**src/rtl/snake_ctrl.sv**
```systemverilog
// snake_ctrl: button conditioning, direction arbitration, move pacing,
// game state machine and score keeping for the VGA snake datapath.
module snake_ctrl #(
    parameter int DEBOUNCE_CYCLES = 250000,
    parameter int FRAMES_PER_MOVE = 10,
    parameter int SCORE_W         = 8
) (
    input  logic               clk,
    input  logic               rst_n,
    input  logic               up_btn,
    input  logic               down_btn,
    input  logic               left_btn,
    input  logic               right_btn,
    input  logic               pause_btn,
    input  logic [9:0]         row,
    input  logic [9:0]         column,
    input  logic               collision_i,
    input  logic               food_eaten_i,
    output logic [2:0]         dir,
    output logic               move_tick,
    output logic [1:0]         game_state,
    output logic [SCORE_W-1:0] score
);

    localparam int CNT_W = $clog2(DEBOUNCE_CYCLES + 1);
    localparam int FRM_W = (FRAMES_PER_MOVE > 1) ? $clog2(FRAMES_PER_MOVE) : 1;
    localparam logic [CNT_W-1:0]   DB_LAST   = CNT_W'(DEBOUNCE_CYCLES - 1);
    localparam logic [FRM_W-1:0]   FRM_LAST  = FRM_W'(FRAMES_PER_MOVE - 1);
    localparam logic [SCORE_W-1:0] SCORE_MAX = '1;

    localparam logic [2:0] DIR_IDLE  = 3'b000;
    localparam logic [2:0] DIR_DOWN  = 3'b001;
    localparam logic [2:0] DIR_LEFT  = 3'b010;
    localparam logic [2:0] DIR_RIGHT = 3'b011;
    localparam logic [2:0] DIR_UP    = 3'b100;

    typedef enum logic [1:0] {
        ST_IDLE  = 2'b00,
        ST_RUN   = 2'b01,
        ST_PAUSE = 2'b10,
        ST_OVER  = 2'b11
    } state_t;

    state_t state, next_state;

    // Bit order: 0 down, 1 left, 2 right, 3 up, 4 pause
    logic [4:0]       raw_btn;
    logic [4:0]       press;
    logic [1:0]       warm;
    logic [2:0]       win_dir;
    logic             win_valid;
    logic             legal;
    logic [2:0]       pending_dir;
    logic [FRM_W-1:0] frame_cnt;
    logic             at_origin;
    logic             at_origin_d;
    logic             frame_start;

    assign raw_btn = {pause_btn, up_btn, right_btn, left_btn, down_btn};

    function automatic logic [2:0] opposite(input logic [2:0] d);
        case (d)
            DIR_DOWN:  opposite = DIR_UP;
            DIR_UP:    opposite = DIR_DOWN;
            DIR_LEFT:  opposite = DIR_RIGHT;
            DIR_RIGHT: opposite = DIR_LEFT;
            default:   opposite = DIR_IDLE;
        endcase
    endfunction

    // Becomes 1 once the synchronizers hold a real post-reset sample
    always_ff @(posedge clk or negedge rst_n) begin
        if (!rst_n) warm <= 2'b00;
        else        warm <= {warm[0], 1'b1};
    end

    // A button only becomes armed after it has been seen released since reset,
    // so a button held through reset never produces a press.
    for (genvar i = 0; i < 5; i++) begin : g_btn
        logic             sync_a;
        logic             sync_b;
        logic             level;
        logic             armed;
        logic             pulse;
        logic [CNT_W-1:0] count;

        // Synchronize, debounce and emit a one-cycle pulse on each accepted rise
        always_ff @(posedge clk or negedge rst_n) begin
            if (!rst_n) begin
                sync_a <= 1'b0;
                sync_b <= 1'b0;
                level  <= 1'b0;
                armed  <= 1'b0;
                pulse  <= 1'b0;
                count  <= '0;
            end else begin
                sync_a <= raw_btn[i];
                sync_b <= sync_a;
                armed  <= armed | (warm[1] & ~sync_b & ~level);
                pulse  <= 1'b0;
                if (sync_b == level) begin
                    count <= '0;
                end else if (count == DB_LAST) begin
                    count <= '0;
                    level <= sync_b;
                    pulse <= sync_b & armed;
                end else begin
                    count <= count + CNT_W'(1);
                end
            end
        end

        assign press[i] = pulse;
    end

    // Pick one direction press per cycle: DOWN > LEFT > RIGHT > UP
    always_comb begin
        win_dir = DIR_IDLE;
        if (press[0])      win_dir = DIR_DOWN;
        else if (press[1]) win_dir = DIR_LEFT;
        else if (press[2]) win_dir = DIR_RIGHT;
        else if (press[3]) win_dir = DIR_UP;
    end

    assign win_valid = |press[3:0];
    assign legal     = (win_dir != dir) && (win_dir != opposite(dir));

    assign at_origin   = (row == 10'd0) && (column == 10'd0);
    assign frame_start = at_origin & ~at_origin_d;

    // Remember whether pixel 0,0 was present last cycle
    always_ff @(posedge clk or negedge rst_n) begin
        if (!rst_n) at_origin_d <= 1'b0;
        else        at_origin_d <= at_origin;
    end

    // Game state register
    always_ff @(posedge clk or negedge rst_n) begin
        if (!rst_n) state <= ST_IDLE;
        else        state <= next_state;
    end

    // Game state transitions; collision outranks a pause press
    always_comb begin
        next_state = state;
        case (state)
            ST_IDLE:  if (win_valid) next_state = ST_RUN;
            ST_RUN: begin
                if (collision_i)   next_state = ST_OVER;
                else if (press[4]) next_state = ST_PAUSE;
            end
            ST_PAUSE: if (press[4])  next_state = ST_RUN;
            ST_OVER:  if (win_valid) next_state = ST_IDLE;
            default:  next_state = ST_IDLE;
        endcase
    end

    // Direction commit, frame pacing and score, all gated by game state
    always_ff @(posedge clk or negedge rst_n) begin
        if (!rst_n) begin
            dir         <= DIR_IDLE;
            pending_dir <= DIR_IDLE;
            frame_cnt   <= '0;
            move_tick   <= 1'b0;
            score       <= '0;
        end else begin
            move_tick <= 1'b0;
            case (state)
                ST_IDLE: begin
                    if (win_valid) begin
                        dir         <= win_dir;
                        pending_dir <= win_dir;
                        frame_cnt   <= '0;
                        score       <= '0;
                    end
                end
                ST_RUN: begin
                    if (food_eaten_i && (score != SCORE_MAX))
                        score <= score + SCORE_W'(1);
                    if (!collision_i) begin
                        if (win_valid && legal)
                            pending_dir <= win_dir;
                        if (frame_start) begin
                            if (frame_cnt == FRM_LAST) begin
                                frame_cnt <= '0;
                                move_tick <= 1'b1;
                                dir       <= pending_dir;
                            end else begin
                                frame_cnt <= frame_cnt + FRM_W'(1);
                            end
                        end
                    end
                end
                ST_OVER: begin
                    if (win_valid) begin
                        dir         <= DIR_IDLE;
                        pending_dir <= DIR_IDLE;
                    end
                end
                default: begin
                end
            endcase
        end
    end

    assign game_state = state;

endmodule

```
**config.mk**
```make
export PLATFORM = sky130hd
export DESIGN_NAME = snake_ctrl
export DESIGN_NICKNAME = d
export VERILOG_FILES = /design/src/rtl/snake_ctrl.sv
export SDC_FILE = /design/constraint.sdc
export NUM_CORES = 1
export LEC_CHECK = 0
export ABC_AREA = 1
export CORE_AREA = 2 2 114 116
export DETAILED_ROUTE_END_ITERATION = 10
export DIE_AREA = 0 0 116 118
export GPL_TIMING_DRIVEN = 0
export PLACE_DENSITY = 0.86
export SYNTH_ARGS = -nofsm -noshare
export SYNTH_HDL_FRONTEND = slang
export SYNTH_SLANG_ARGS = --single-unit
```
**constraint.sdc**
```tcl
create_clock -name clk -period 1.95 [get_ports clk]
set_input_delay 0.39 -clock clk [delete_from_list [all_inputs] [get_ports clk]]
set_output_delay 0.39 -clock clk [all_outputs]
set_load 0.02 [all_outputs]
```
Yosys cells after proc, flatten, opt, wreduce, memory -nomap -nowiden

Index checks and enable logic that the tools add are counted.

Register bits after elaboration: 139
Bits of input ports: 29
Output and inout port bits: 14

Add/sub/neg operators: 7
Equal/unequal tests: 30
Muxes and demuxes: 52
Bitwise gates (word level): 37
Reductions and logical operators: 20

Operators by type and width:

| cell                                                | number |
|---|---|
| 2-to-1 mux 18 bit                                   | 10 |
| adder 18 x 1 -> 18 bit, second input constant       | 5 |
| equality test 18 bit, second input constant         | 5 |
| 2-to-1 mux 3 bit                                    | 11 |
| logical NOT 10 bit                                  | 2 |
| case mux 3 bit (3 select lines)                     | 2 |
| AND 1 bit                                           | 16 |
| 2-to-1 mux 4 bit                                    | 4 |
| 2-to-1 mux 8 bit                                    | 2 |
| inequality test 2 bit, second input constant        | 8 |
| inverter 1 bit                                      | 16 |
| case mux 8 bit (2 select lines)                     | 1 |
| 2-to-1 mux 1 bit                                    | 14 |
| case mux 3 bit (4 select lines)                     | 1 |
| 2-to-1 mux 2 bit                                    | 5 |
| AND reduction 2 bit                                 | 5 |
| adder 8 x 1 -> 8 bit, second input constant         | 1 |
| inequality test 8 bit, second input constant        | 1 |
| case mux 2 bit (4 select lines)                     | 1 |
| case mux 4 bit (2 select lines)                     | 1 |
| AND reduction 4 bit                                 | 2 |
| equality test 3 x 2 -> 1 bit, second input constant | 2 |
| inequality test 3 bit                               | 2 |
| AND reduction 6 bit                                 | 1 |
| 16 further kinds                                    | 28 |

Depth between registers and ports, before layout

Gate-level depths: netlist of the first run.

Depth after elaboration: 10
Gate-level depth with buffers: 12
Depth with buffers taken out: 12

Least setup slack after synthesis of the first run

No wires, ideal clock.

Path type: register -> register
Start: register score[0]
End: register score[3]
Library setup time: 0.095 ns
Arrival time: 1.480 ns
Setup slack: 0.375 ns
Cell stages (with the launch flop): 11
Buffers on the path: 1
Path through: dfrtp_1 > ha_1 > nand2_1 > inv_1 > nand3_1 > o21ai_1 > nand2_1 > nand2_2 > buf_6 > nand2_1 > o31ai_1

Longest elaborated chain between the ends: 4
Elaborated cells on any way between the ends: 7
Classes of those cells: add/sub (1); eq/ne (2); mux (2); reduce/logical (2)

Ends and longest elaborated chain:

| item                                                         | line | source |
|---|---|---|
| start, declared                                              | 22   | `output logic [SCORE_W-1:0] score` |
| start signal, assigned                                       | 179  | `score <= score + SCORE_W'(1);` |
| branches (longest 4 deep; another with adder 8 x 1 -> 8 bit) | -    |  |

Several ways; the timed one is not identified. The select of a mux whose other input is x is not followed.
A chain may end at the register's enable or synchronous reset.

Worst setup path in the final report of the first run

Start: register score[3]
End: output port score[3]

No word-level cell between the ends.

==> results.yml, run 1 <==
run_status:
  status: "completed"
power_and_ir_drop:
  report.power.total_mw: 7.404
  pwr-share-clk: 0.410
  comb_power_share: 0.166
  power.share.switching: 0.2789
  vdd_drop_max_mv: 0.5886
  p_seq_frac: 0.424
  p_switching_mw: 2.065
  p_int_mw: 5.339
  leakage_nw: 3.840
  power_density_nw_per_um2: 861.0
yosys:
  ys.warnings.count: 0
  netlist_area_um2: 7350
  postSynthCellCount: 891
  ys_seq_area_frac: 0.4733
  async_flop_share: 1.000
  netlist-cell-type-count: 43
  avgSynthCellArea_um2: 8.249
  syn-num-nets: 928
  synth_edf_count: 0
  synth_ff_type: "dfrtp_1"
  synth.ff_latch_count: 139
drt:
  vias: 6013
  drtIter0Drc: 371
  routed_wirelength_um: 13880
  firstDrtPassIters: 5
  ant_nets: 0
  drcViolationCount: 0
  post_drt_wl_per_cell_um: 12.19
  routed_via_density: 5.279
setup_path:
  end_kind: "output port"
  cp.buffers_inverters: 1
  crit_family: "buffers and inverters"
  slowest_stage: "clkdlybuf4s50_1"
  reg2reg_depth: 8
  cp-endpoint: "score[3]"
  cp-start-kind: "register"
  crit_chain: "clkdlybuf4s50_1"
  timing.rr.end: "g_btn[1].count[16]$_DFF_PN0_"
  worstPathArrival_ns: 1.47
  worst-path-max-fanout: 5
  reg2reg_from: "g_btn[1].count[0]$_DFF_PN0_"
  cpPeakStageDelay_ns: 0.63
  startpoint: "score[3]$_DFFE_PN0P_"
  criticalPathCategory: "reg -> out"
  cp.depth: 1
  required_ns: 1.56
  r2r_slack_ns: 0.18
timing:
  timing.setup.tns_ns: 0
  tightest_slew_ns: 0.5063
  hold_ws_ns: 0.3473
  fin_crit_ns: 1.861
  rsz0062_at_grt: "false"
  fmax_mhz: 537.3
  slew_headroom: 0.6589
  skew_ns: 0.007643
  fin_crit_sh: 0.9545
  slew_violations: 0
  final_hold_viol_count: 0
  setup_violations: 0
  setup_ws_ns: 0.08876
layout:
  diodes: 0
  final_nets: 991
  drive_gt1_frac: 0.1231
  fin_util: 0.6927
  fin_area_um2: 8600
  area_growth_pct: 17.01
  final_cells: 1139
global_route:
  grt_pass1_wl_um: 24650
  overflow: 0
  grt_max_degree: 105
  antenna_found_initial: 0
  grt.total_usage: 0.2209
  grt_pass1_vias: 5873
placed_design:
  gp_congestion: 0.8961
  portBuffers: 42
  dp_cells: 1106
  place_ws_ns: 0.08883
  dpl-instance-area_um2: 8014
  place.detailed.hpwl_um: 9764
clock_tree:
  clk_latency_ns: 0.42
  clock-sinks: 139
  cts_inserted_buffers: 17
  clk_pin_slew_worst_paths_ns: 0.06
  clockBufferDepth: 2
  cts_tree: "yes"
  cts_root_buffer: "clkbuf_16"
  htree_levels: 4
die:
  start_util: 0.5920
  die_x_um: 116
  coreArea_um2: 12410
  io_pins: 43
  num_rows: 41
  die_h_um: 118
  die_area_um2: 13690
hold_path:
  min_path_type: "reg -> reg"
run:
  cap_violations: 0
-- repair_timing --
action	in CTS	in global routing
hold buffers	1	0
endpoints found under the hold margin	35	0
endpoints found under the setup margin	0	17
buffers inserted	0	0
gates resized for setup	0	3
-- cell usage in the layout, fill, tap and decap left out, drive strengths merged --
cell           instances
nand2                189
nor2                 147
dfrtp                139
inv                  109
nand3                 59
nor3                  46
clkdlybuf4s50         41
xor2                  33
nand4                 33
nor4                  21
o21ai                 20
clkbuf                19
a21oi                 17
or2                   16
buf                   11
nor3b                 10
clkinv                 9
a31oi                  8
xnor2                  8
ha                     8
o21bai                 5
o31ai                  4
and3                   3
a211oi                 2
bufinv                 2
clkinvlp               2
nand3b                 1
and2                   1
a41oi                  1
a22oi                  1
dlygate4sd3            1
conb                   1
-- flip-flops by register name, indices dropped and copies added (netlist names) --
name          cells
g_btn.count      90
score             8
g_btn.armed       5
g_btn.level       5
g_btn.pulse       5
g_btn.sync_a      5
g_btn.sync_b      5
frame_cnt         4
dir               3
pending_dir       3
game_state        2
warm              2
at_origin_d       1
move_tick         1
-- power groups by stage --
stage,sequential (mW),clock [mW],combinational [mW]
finish,3.14,3.04,1.23
global route,3.16,3.24,1.40
CTS,3.14,3.11,1.23
detailed placement,3.19,0,1.22
global placement,3.18,0,1.18
floorplan,3.24,0,0.734
-- area by class of cell --
class	instances	area, µm²
timing repair buffer	44	459.2
multi-input combinational	634	3422
inverter	109	409.1
sequential	139	3480
fill	970	3815
clock buffer	19	432.9
buffer	9	53.80
clock inverter	13	127.6
tap	172	215.2
-- per-layer routing --
layer	track usage	routed length, µm	vias to the layer above
met4	0.08259	240	0
met1	0.2754	6192	2807
met2	0.3706	6785	145
met5	0	0	-
met3	0.05252	662	20
li1	-	-	3041
-- kinds of logic (layout without fill, tap and decap cells) --
kind of cell    count (synthesis)  after routing  synth area share
xor+xnor                       41             41           0.04886
fa+ha+maj                       8              8           0.01362
other cells                     1              1         0.0005102
simple gates                  526            526            0.3548
buf+inv                       118            194           0.06299
flops                         139            139            0.4733
compound gates                 58             58           0.04597
-- Yosys cell counts, types with 3 or more instances --
cell type    n  share of area
o21bai_1     5         0.0051
xor2_1      33          0.039
nor3b_1      7         0.0072
buf_2        7         0.0048
nor2_2       9         0.0077
nand2_1    183          0.093
nor4_2       5         0.0085
nor2_4       9          0.014
nor3_1      38          0.026
nand3_1     49          0.033
nor4_1      16          0.014
xnor2_1      8         0.0095
nand3_2      8          0.011
dfrtp_1    139           0.47
nor3b_2      3         0.0051
nand4_1     32          0.027
nor2_1     129          0.066
o21ai_1      5         0.0034
ha_1         8          0.014
inv_2       13         0.0066
a21oi_1     16          0.011
nand2_2      6         0.0051
o21ai_0     15          0.010
and3_1       3         0.0026
o31ai_1      4         0.0041
or2_0        3         0.0026
a31oi_1      8         0.0068
nor3_2       6         0.0082
or2_2       12          0.010
inv_1       96          0.049
-- worst min-delay path by stage --
stage / from / endpoint / cells after the start
after global placement: warm[0]$_DFF_PN0_ / warm[1]$_DFF_PN0_ / 0
final: warm[0]$_DFF_PN0_ / warm[1]$_DFF_PN0_ / 0
after CTS: warm[0]$_DFF_PN0_ / warm[1]$_DFF_PN0_ / 0
after global routing: g_btn[2].sync_a$_DFF_PN0_ / g_btn[2].sync_b$_DFF_PN0_ / 0
after floorplan: rst_n / at_origin_d$_DFF_PN0_ / 0
after detailed placement: rst_n / g_btn[2].count[16]$_DFF_PN0_ / 1
Note: power is estimated with default switching activity, not from simulation.
==> inputs of run 2 (changes only) <==
Settings changed: CORE_AREA 2 2 114 116 to 2 2 136 98, DIE_AREA 0 0 116 118 to 0 0 138 100.
==> results.yml, run 2 (same netlist as run 1, synthesis figures left out) <==
die:
  io_pins: 43
  die_x_um: 138
  die_area_um2: 13800
  start_util: 0.5787
  die_h_um: 100
  coreArea_um2: 12700
  num_rows: 35
hold_path:
  min_delay_path_depth: 0
  min_path_type: "reg -> reg"
clock_tree:
  cts_inserted_buffers: 17
  clockBufferDepth: 2
  clk_latency_ns: 0.42
  cts_tree: "yes"
  clk_pin_slew_worst_paths_ns: 0.06
  htree_levels: 4
  clock-sinks: 139
  cts_root_buffer: "clkbuf_16"
global_route:
  grt_max_degree: 72
  grt_pass1_vias: 5560
  antenna_found_initial: 0
  overflow: 0
  grt.total_usage: 0.2294
  grt_pass1_wl_um: 25980
power_and_ir_drop:
  report.power.total_mw: 7.565
  p_switching_mw: 2.178
  vdd_drop_max_mv: 0.6687
  leakage_nw: 3.846
  power.share.switching: 0.2879
  power_density_nw_per_um2: 876.6
  p_seq_frac: 0.416
  comb_power_share: 0.165
  p_int_mw: 5.387
  pwr-share-clk: 0.419
drt:
  vias: 6066
  ant_nets: 0
  routed_via_density: 5.354
  drtIter0Drc: 388
  drcViolationCount: 0
  firstDrtPassIters: 5
  post_drt_wl_per_cell_um: 13.15
  routed_wirelength_um: 14900
setup_path:
  criticalPathCategory: "reg -> out"
  crit_chain: "clkdlybuf4s50_1"
  required_ns: 1.56
  worst-path-max-fanout: 5
  slowest_stage: "clkdlybuf4s50_1"
  cp.depth: 1
  crit_family: "buffers and inverters"
  end_kind: "output port"
  cpPeakStageDelay_ns: 0.64
  reg2reg_depth: 9
  r2r_slack_ns: 0.15
  cp-start-kind: "register"
  cp.buffers_inverters: 1
  worstPathArrival_ns: 1.51
layout:
  mostFrequentLayoutCell: "nand2_1"
  fill_cells: 991
  regArea_um2: 3480
  fin_util: 0.6796
  area_growth_pct: 17.43
  final_nets: 991
  final_cells: 1133
  max_flop_register: "g_btn.count"
  reg_top3: "g_btn.count x90, score x8"
  diodes: 0
  drive_gt1_frac: 0.1272
  largest_register_ffs: 90
  multi_input_area_um2: 3433
  final_cell_mix: "nand2_1 (183), dfrtp_1 (138), nor2_1 (129), inv_1 (96), nand3_1 (48)"
timing:
  slew_violations: 0
  setup_violations: 0
  timing.setup.tns_ns: 0
  skew_ns: 0.007504
  rsz0062_at_grt: "false"
  slew_headroom: 0.5719
  fin_crit_sh: 0.9724
  fin_crit_ns: 1.896
  fmax_mhz: 527.4
  final_hold_viol_count: 0
  tightest_slew_ns: 0.6422
placed_design:
  dp_cells: 1100
  place.detailed.hpwl_um: 10390
  portBuffers: 42
  gp_congestion: 0.9277
run_status:
  status: "completed"
run:
  cap_violations: 0
## run 2: cell type report
cell class                      instances  area share
Sequential cell                       139      0.4032
Buffer                                  9    0.006234
Inverter                              109     0.04740
Multi-Input combinational cell        634      0.3978
Tap cell                              166     0.02406
Clock inverter                         14     0.01725
Timing Repair Buffer                   44     0.05320
Clock buffer                           18     0.05088
## run 2: worst paths after layout
path,from,end
max in group asynchronous,rst_n,g_btn[1].count[7]$_DFF_PN0_
min in group asynchronous,rst_n,score[6]$_DFFE_PN0P_
max,score[0]$_DFFE_PN0P_,score[0]
max reg2reg,g_btn[0].count[0]$_DFF_PN0_,g_btn[0].count[8]$_DFF_PN0_
min,g_btn[2].sync_a$_DFF_PN0_,g_btn[2].sync_b$_DFF_PN0_
min reg2reg,g_btn[2].sync_a$_DFF_PN0_,g_btn[2].sync_b$_DFF_PN0_
## run 2: timing repair
action,4_1_cts,5_1_grt
setup buffers,0,0
hold buffers,1,0
endpoints found under the setup margin,0,19
hold endpoints to repair,5,0
gates resized for setup,0,5
## run 2: layer usage
layer  wire length [µm]  up-vias  global-route usage
met5                  0        -                   0
met3                888       19             0.05296
met4                192        0             0.06907
met2               6661      186              0.3393
met1               7154     2816              0.3405
li1                   -     3045                   -
## run 2: power by group through the flow
stage	clock network (mW)	logic (mW)	registers, mW
2_1_floorplan	0	0.734	3.24
3_3_place_gp	0	1.20	3.19
3_5_place_dp	0	1.24	3.19
4_1_cts	3.22	1.25	3.15
5_1_grt	3.37	1.41	3.17
6_report	3.17	1.25	3.15
## run 2: stage by stage
stage | cell area [µm²] | setup slack [ns] | hold slack (ns)
3_3_place_gp | 7978 | -4.892 | 0.3312
6_report | 8631 | 0.05374 | 0.3490
2_1_floorplan | 7350 | 0.3748 | 0.09441
5_1_grt | 8631 | 0.0004888 | 0.3570
4_1_cts | 8605 | 0.04194 | 0.3501
3_5_place_dp | 8006 | 0.1113 | 0.3358
==> inputs of run 3 (changes only) <==
Settings changed: CTS_CLUSTER_SIZE set to 40.
==> results of run 3 <==
No change in the layout: final DEF, timing and power equal those of run 2.
